<file path="config.mk">
export PLATFORM = sky130hd
export DESIGN_NAME = pc_reg
export DESIGN_NICKNAME = d
export VERILOG_FILES = /design/src/rtl/pc_reg.sv
export SDC_FILE = /design/constraint.sdc
export NUM_CORES = 1
export LEC_CHECK = 0
export BUFFER_PORTS_ARGS = -buffer_cell sky130_fd_sc_hd__clkbuf_2
export CORE_MARGIN = 1.5
export CORE_UTILIZATION = 43
export DETAILED_ROUTE_END_ITERATION = 10
export GPL_ROUTABILITY_DRIVEN = 0
export PLACE_DENSITY = 0.78
export SETUP_SLACK_MARGIN = 0.5
export SYNTH_ARGS = -nofsm -noshare
export SYNTH_HDL_FRONTEND = slang
export SYNTH_SLANG_ARGS = --single-unit
</file>
<file path="constraint.sdc">
create_clock -name clk -period 2.5 [get_ports clk]
set_input_delay 0.5 -clock clk [delete_from_list [all_inputs] [get_ports clk]]
set_output_delay 0.5 -clock clk [all_outputs]
set_load 0.005 [all_outputs]
</file>
<file path="src/rtl/pc_reg.sv">
// Program-counter register for the instruction-fetch stage.
// Holds the current fetch PC and the PC it replaced, forms the next-PC
// candidate from the select mux, and tags the fetched word with static
// branch predictions. Misalignment is flagged but never corrected.
module pc_reg #(
    parameter logic [31:0] RESET_VECTOR = 32'h0000_0060
) (
    input  logic        clk,
    input  logic        rst,
    input  logic        load,
    input  logic [1:0]  pcmux_sel,
    input  logic [31:0] alu_out_i,
    input  logic [31:0] instr_rdata_i,
    output logic [31:0] pc_o,
    output logic [31:0] pc_prev_o,
    output logic [31:0] pc_next_o,
    output logic        illegal_sel_o,
    output logic        misaligned_o,
    output logic        br_pred_nt_o,
    output logic        br_pred_btfnt_o
);

    localparam logic [1:0] SEL_PLUS4    = 2'b00;
    localparam logic [1:0] SEL_ALU      = 2'b01;
    localparam logic [1:0] SEL_ALU_MOD2 = 2'b10;
    localparam logic [1:0] SEL_RSVD     = 2'b11;
    localparam logic [6:0] OPC_BRANCH   = 7'b1100011;

    logic [31:0] pc_reg_q;
    logic [31:0] pc_prev_reg;
    logic [31:0] pc_plus4;
    logic [31:0] pc_next;

    // Sequential PC + 4; 32-bit arithmetic wraps 0xFFFF_FFFC back to zero.
    assign pc_plus4 = pc_reg_q + 32'd4;

    // Next-PC select; the reserved code falls back to sequential fetch.
    always_comb begin
        pc_next = pc_plus4;
        unique case (pcmux_sel)
            SEL_PLUS4:    pc_next = pc_plus4;
            SEL_ALU:      pc_next = alu_out_i;
            SEL_ALU_MOD2: pc_next = {alu_out_i[31:1], 1'b0};
            SEL_RSVD:     pc_next = pc_plus4;
            default:      pc_next = pc_plus4;
        endcase
    end

    // PC and previous-PC registers; reset wins over load, load=0 stalls.
    always_ff @(posedge clk) begin
        if (!rst) begin
            pc_reg_q    <= RESET_VECTOR;
            pc_prev_reg <= RESET_VECTOR;
        end else if (load) begin
            pc_prev_reg <= pc_reg_q;
            pc_reg_q    <= pc_next;
        end
    end

    // Backward-taken / forward-not-taken: the sign of the branch offset
    // (instruction bit 31) predicts taken for conditional branches only.
    always_comb begin
        br_pred_btfnt_o = 1'b0;
        if (instr_rdata_i[6:0] == OPC_BRANCH) begin
            br_pred_btfnt_o = instr_rdata_i[31];
        end
    end

    assign br_pred_nt_o  = 1'b0;
    assign pc_o          = pc_reg_q;
    assign pc_prev_o     = pc_prev_reg;
    assign pc_next_o     = pc_next;
    assign illegal_sel_o = (pcmux_sel == SEL_RSVD);
    assign misaligned_o  = |pc_reg_q[1:0];

endmodule

</file>
==> impl_metrics.yaml, run 1 <==
timing:
  hold_viol: 0
  tightestPinTransition_ns: 0.704
  tns_ns: -3.19
  max_freq_ghz: 0.356
  slew_headroom: 0.530
  rsz0062_at_grt: "true"
  finalCriticalPeriod_ns: 2.81
  final-setup-viol-count: 18
  timing.final.ws_setup_ns: -0.312
  fin_skew_ns: 0.0128
  slew_viol_final: 0
  fin_crit_sh: 1.12
worst_setup_path:
  worst-path-stages: 17
  reg2reg_depth: 17
  path_class: "register to register"
  path_buf_inv: 11
  critical_path.cell_chain: "ha_4, nand4_4, or4_4, buf_6, buf_6, nor4_4, buf_4, buf_6, buf_6, buf_6, buf_4, buf_4, buf_4, buf_4, buf_6, mux2i_1, o21ai_1"
  endpoint_kind: "register"
  crit_slowest_cell: "or4_4"
  timing.rr.start: "pc_o[3]$_SDFFE_PN0P_"
  start_kind: "register"
  timing.critical_path.mode_cell: "buf_6"
  arrival_ns: 3.05
  crit_family: "buffers and inverters"
  cp-startpoint: "pc_o[3]$_SDFFE_PN0P_"
  cpPeakStageDelay_ns: 0.42
  path_max_fanout: 5
  required_ns: 2.74
route:
  vias_per_cell: 5.58
  post_drt_wl_per_cell_um: 17.1
  drt_iter0_drc: 235
  wirelength_mm: 13.8
  drtPass1Iterations: 5
  vias: 4517
  detail-route-antenna-nets: 0
  drc_errors: 0
synthesis:
  syn_area_per_cell_um2: 7.86
  synth_area_um2: 3630
  synthArstFlopShare: 0
  synth_nets: 535
  yosys_register_bits: 64
  netlist_instances: 462
  synth_warnings: 0
  synth.yosys.seq_area_share: 0.353
  synth_edf_count: 0
  ys_types: 50
  synth_ff_type: "dfxtp_1"
worst_hold_path:
  hold_start: "alu_out_i[31]"
  hp-class: "primary input to register"
  hold_path_depth: 3
pwr:
  worst_ir_drop_vdd_mv: 0.314
  finalPower_mw: 2.58
  p_per_area_nw_per_um2: 424
  leakage_nw: 2.90
clocking:
  numCtsBuffers: 9
  cts_max_level: 3
  clk_latency_ns: 0.36
  cts_tree: "done"
  clk_pin_slew_worst_paths_ns: 0.08
  cts_sinks: 64
  clock_path_buffers: 2
  clockRootBuffer: "clkbuf_8"
die:
  die_h_um: 94.9
  die_w_um: 94.9
  die_area_um2: 9000
  io_pins: 169
  initial_utilization: 0.444
  rows: 33
  core_area_um2: 8180
run_status:
  outcome: "complete, but fails checks"
  violations: "setup timing"
global_routing:
  grt_pass1_vias: 4091
  grt_max_degree: 30
  grt.overflow.total: 0
  grt_usage: 0.289
  antenna_found_initial: 0
  grt_pass1_wl_mm: 20.0
layout:
  seq_area_um2: 1310
  drive_above_1_share: 0.514
  fin_util: 0.745
  antenna_cells: 0
  fillerInstances: 586
  syn_to_final_growth_pct: 67.7
  fin_area_um2: 6090
  multiInputGateArea_um2: 2640
  layout.nets: 772
run:
  cap_violations: 0
placement:
  io_buffers: 143
  hpwl_mm: 8.00
  dpl-instance-area_um2: 4870
[power by group]
| part | switching [mW] | total [mW] | internal (mW) |
|---|---|---|---|
| registers | 0.0402 | 1.11 | 1.07 |
| clock network | 0.477 | 0.846 | 0.368 |
| logic | 0.339 | 0.632 | 0.293 |
[tightest hold or removal path: cells and delay by family]
kind / cells / cell delay (ns)
AO/OA/AOI/OAI: 2 / 0.11
buffers and inverters: 1 / 0.09
[placed cells by master (no fill, tap or decap), types with 6 or more instances in the layout]
cell type,instances
mux2i_1,44
dfxtp_1,50
buf_2,24
xor2_1,9
buf_4,85
o21ai_0,19
nor2_1,54
o21ai_1,26
nor4_4,8
dfxtp_2,10
buf_6,30
nand3_1,7
a22oi_1,8
clkbuf_8,10
a21oi_1,8
clkbuf_2,118
nand2_1,54
xnor2_1,11
nand3_4,6
nand4_1,7
[cells by family after synthesis]
family / after synthesis / share of synthesized area
adders and majority gates: 4 / 0.0138
buffers and inverters: 47 / 0.0510
muxes: 45 / 0.124
other: 1 / 0.00103
DFF: 64 / 0.353
xor gates and xnor gates: 27 / 0.0652
AOI/OAI and AO/OA: 94 / 0.162
and+or+nand+nor: 180 / 0.230
[metrics by stage]
step	hold slack (ns)	worst slack, ns	cells
floorplan	0.467	0.200	462
global placement	0.457	0.0443	721
detailed placement	0.464	0.000573	721
CTS	0.370	-0.262	794
global route	0.362	-0.359	809
finish	0.378	-0.312	809
[registers in the layout (all words and copies together), names as in the netlist]
name       flops
pc_o          32
pc_prev_o     32
[what timing repair did]
action	in CTS	in global routing
resized for setup	81	64
hold buffers	0	0
hold endpoints to repair	0	0
setup endpoints to repair	38	39
cloned	3	0
setup buffers	54	15
pin swaps	38	29
[worst paths after layout]
check	end	slack (ns)
max	pc_o[30]$_SDFFE_PN0P_	-0.31
min	pc_o[31]$_SDFFE_PN0P_	0.38
max reg2reg	pc_o[30]$_SDFFE_PN0P_	-0.31
min reg2reg	pc_prev_o[6]$_SDFFE_PN1P_	0.49
[cell usage after synthesis (2+ instances only)]
cell type | n | area (µm²)
o211ai_1 | 2 | 15.0
buf_1 | 7 | 26.3
nor2b_1 | 3 | 18.8
nand2_1 | 59 | 221
a21oi_1 | 9 | 45.0
o21ba_2 | 3 | 30.0
nand4_1 | 7 | 43.8
and3_1 | 3 | 18.8
dfxtp_1 | 64 | 1280
or3_1 | 3 | 18.8
a32o_1 | 5 | 50.1
nor3_1 | 8 | 40.0
a31oi_1 | 3 | 18.8
or4_1 | 3 | 22.5
buf_2 | 4 | 20.0
nor2_1 | 59 | 221
o31ai_1 | 2 | 15.0
a22o_1 | 2 | 17.5
clkbuf_1 | 27 | 101
o21ai_0 | 49 | 245
and4_1 | 2 | 17.5
ha_1 | 4 | 50.1
xnor2_1 | 15 | 131
mux2i_1 | 44 | 440
xor2_1 | 12 | 105
nor4_1 | 9 | 56.3
or2_2 | 4 | 25.0
o22ai_1 | 2 | 12.5
o31a_1 | 2 | 17.5
inv_1 | 7 | 26.3
a22oi_1 | 8 | 60.1
nand3_1 | 13 | 65.1
[area by class of cell]
type / count / area share
multi-input cells: 353 / 0.434
repair buffers: 263 / 0.295
flip-flops and latches: 64 / 0.215
well taps: 105 / 0.0216
clock buffers: 9 / 0.0203
clock inverters: 7 / 0.00884
inverters: 8 / 0.00534
[routing by layer]
layer | vias to the layer above | GRT usage | wire length, µm
met2 | 206 | 0.490 | 7000
met5 | - | 0 | 0
li1 | 2104 | - | -
met4 | 0 | 0.0958 | 327
met1 | 2171 | 0.354 | 5590
met3 | 36 | 0.0757 | 919
No activity file was read; power rests on OpenSTA's default activity.
==> run 2: changes to the inputs <==
==> config.mk (replaced) <==
export PLATFORM = sky130hd
export DESIGN_NAME = pc_reg
export DESIGN_NICKNAME = d
export VERILOG_FILES = /design/src/rtl/pc_reg.sv
export SDC_FILE = /design/constraint.sdc
export NUM_CORES = 1
export LEC_CHECK = 0
export CORE_MARGIN = 1.5
export CORE_UTILIZATION = 50
export DETAILED_ROUTE_END_ITERATION = 10
export DONT_BUFFER_PORTS = 1
export GPL_ROUTABILITY_DRIVEN = 0
export PLACE_DENSITY = 0.68
export SETUP_SLACK_MARGIN = 0.5
export SYNTH_ARGS = -nofsm -noshare
export SYNTH_HDL_FRONTEND = slang
export SYNTH_SLANG_ARGS = --single-unit
==> impl_metrics.yaml, run 2 (synthesis gave the netlist of run 1 again) <==
timing:
  holdWs_ns: 0.233
  slew_headroom: 0.528
  fin_skew_ns: 0.00944
  hold_viol: 0
  tightestPinTransition_ns: 0.707
  max_freq_ghz: 0.382
  rsz0062_at_grt: "true"
  finalCriticalPeriod_ns: 2.62
  slew_viol_final: 0
  fin_crit_sh: 1.05
  final-setup-viol-count: 11
  timing.final.ws_setup_ns: -0.119
layout:
  drive_above_1_share: 0.319
  fillerInstances: 572
  syn_to_final_growth_pct: 33.8
  layout_common_cells: "55 x nand2_1, 55 x nor2_1, 49 x dfxtp_1, 49 x buf_4, 44 x mux2i_1"
  antenna_cells: 0
  layout.nets: 583
worst_setup_path:
  timing.rr.start: "pc_o[8]$_SDFFE_PN0P_"
  start_kind: "register"
  r2r_setup_slack_ns: 0.29
  crit_slowest_cell: "or3_4"
  path_max_fanout: 6
  critical_path.cell_chain: "buf_4, nand2_8, or3_4, or3_4, xor2_1, o21ai_1"
  required_ns: 2.00
  endpoint_kind: "primary output"
  r2r_end: "pc_o[20]$_SDFFE_PN0P_"
  timing.critical_path.mode_cell: "or3_4"
  arrival_ns: 2.12
  reg2reg_depth: 6
  path_class: "register to primary output"
  cpPeakStageDelay_ns: 0.47
  cp-startpoint: "pc_o[2]$_SDFFE_PN0P_"
die:
  die_area_um2: 7780
  io_pins: 169
  die_h_um: 88.2
  die_w_um: 88.2
  core_area_um2: 6910
  initial_utilization: 0.526
  rows: 30
global_routing:
  grt.overflow.total: 0
  grt_pass1_wl_mm: 17.1
  grt_max_degree: 56
  grt_pass1_vias: 3479
  antenna_found_initial: 0
  grt_usage: 0.287
route:
  drc_errors: 0
  wirelength_mm: 11.3
  vias_per_cell: 6.03
  post_drt_wl_per_cell_um: 18.7
  drtPass1Iterations: 5
  detail-route-antenna-nets: 0
  drt_iter0_drc: 210
  vias: 3660
clocking:
  numCtsBuffers: 9
  cts_max_level: 3
  cts_tree: "done"
  clockRootBuffer: "clkbuf_8"
  clock_path_buffers: 2
  clk_latency_ns: 0.34
  cts_hold_buf: 0
  cts_sinks: 64
  clk_pin_slew_worst_paths_ns: 0.07
pwr:
  worst_ir_drop_vdd_mv: 0.388
  leakage_nw: 2.02
  p_per_area_nw_per_um2: 464
worst_hold_path:
  whs_endpoint: "pc_prev_o[6]$_SDFFE_PN1P_"
  hold_path_depth: 1
  hold_start: "rst"
  hp-class: "primary input to register"
placement:
  hpwl_mm: 7.13
  io_buffers: 0
  dpl_worst_slack_ns: 0.0337
run_status:
  outcome: "complete, but fails checks"
  violations: "setup timing"
run:
  cap_violations: 0
-- run 2: how the worst max path moves through the flow --
| stage | to | cells past startpoint |
|---|---|---|
| after floorplan | pc_next_o[20] | 7 |
| final | pc_next_o[13] | 6 |
| after global routing | pc_next_o[20] | 6 |
| after global placement | pc_next_o[28] | 6 |
| after detailed placement | pc_next_o[28] | 6 |
| after CTS | pc_next_o[31] | 7 |
-- run 2: power breakdown --
group | switching [mW] | total (mW) | internal, mW
logic | 0.237 | 0.395 | 0.158
clock network | 0.381 | 0.742 | 0.361
registers | 0.0504 | 1.12 | 1.07
-- run 2: layout make-up --
cell class	count	area (µm²)	area share
Tap cell	96	120	0.0247
Timing Repair Buffer	75	673	0.139
Clock inverter	2	10.0	0.00206
Sequential cell	64	1310	0.270
Inverter	8	30.0	0.00618
Clock buffer	10	138	0.0283
Multi-Input combinational cell	352	2580	0.530
-- run 2: worst max-delay path: cells and delay by family (launching register included) --
| kind | cells | cell delay (ns) |
|---|---|---|
| AND/OR/NAND/NOR | 3 | 0.94 |
| flip-flops | 1 | 0.35 |
| XOR/XNOR | 1 | 0.17 |
| buffers and inverters | 1 | 0.14 |
| AO/OA/AOI/OAI | 1 | 0.17 |
-- run 2: per-stage QoR --
step | cell area, µm² | std cells | util | setup TNS, ns | total power [mW]
finish | 4860 | 607 | 0.703 | -0.604 | 2.25
global route | 4860 | 607 | 0.703 | -2.08 | 2.36
CTS | 4570 | 593 | 0.661 | -0.587 | 2.24
detailed placement | 4030 | 558 | 0.584 | 0 | 1.49
global placement | 4030 | 558 | 0.584 | 0 | 1.48
floorplan | 3880 | 462 | - | 0 | 1.42
-- run 2: timing repair --
item                                    in CTS  in global routing
pin swaps                                   33                 39
resized for setup                           63                 45
setup buffers                               23                 13
endpoints found under the setup margin      34                 35
cloned                                       0                  1
-- run 2: metal layers --
metal,vias up,share of wire,track usage
li1,1713,-,-
met1,1761,0.41,0.351
met2,168,0.49,0.485
met3,18,0.080,0.0726
met4,0,0.017,0.111
met5,-,0,0
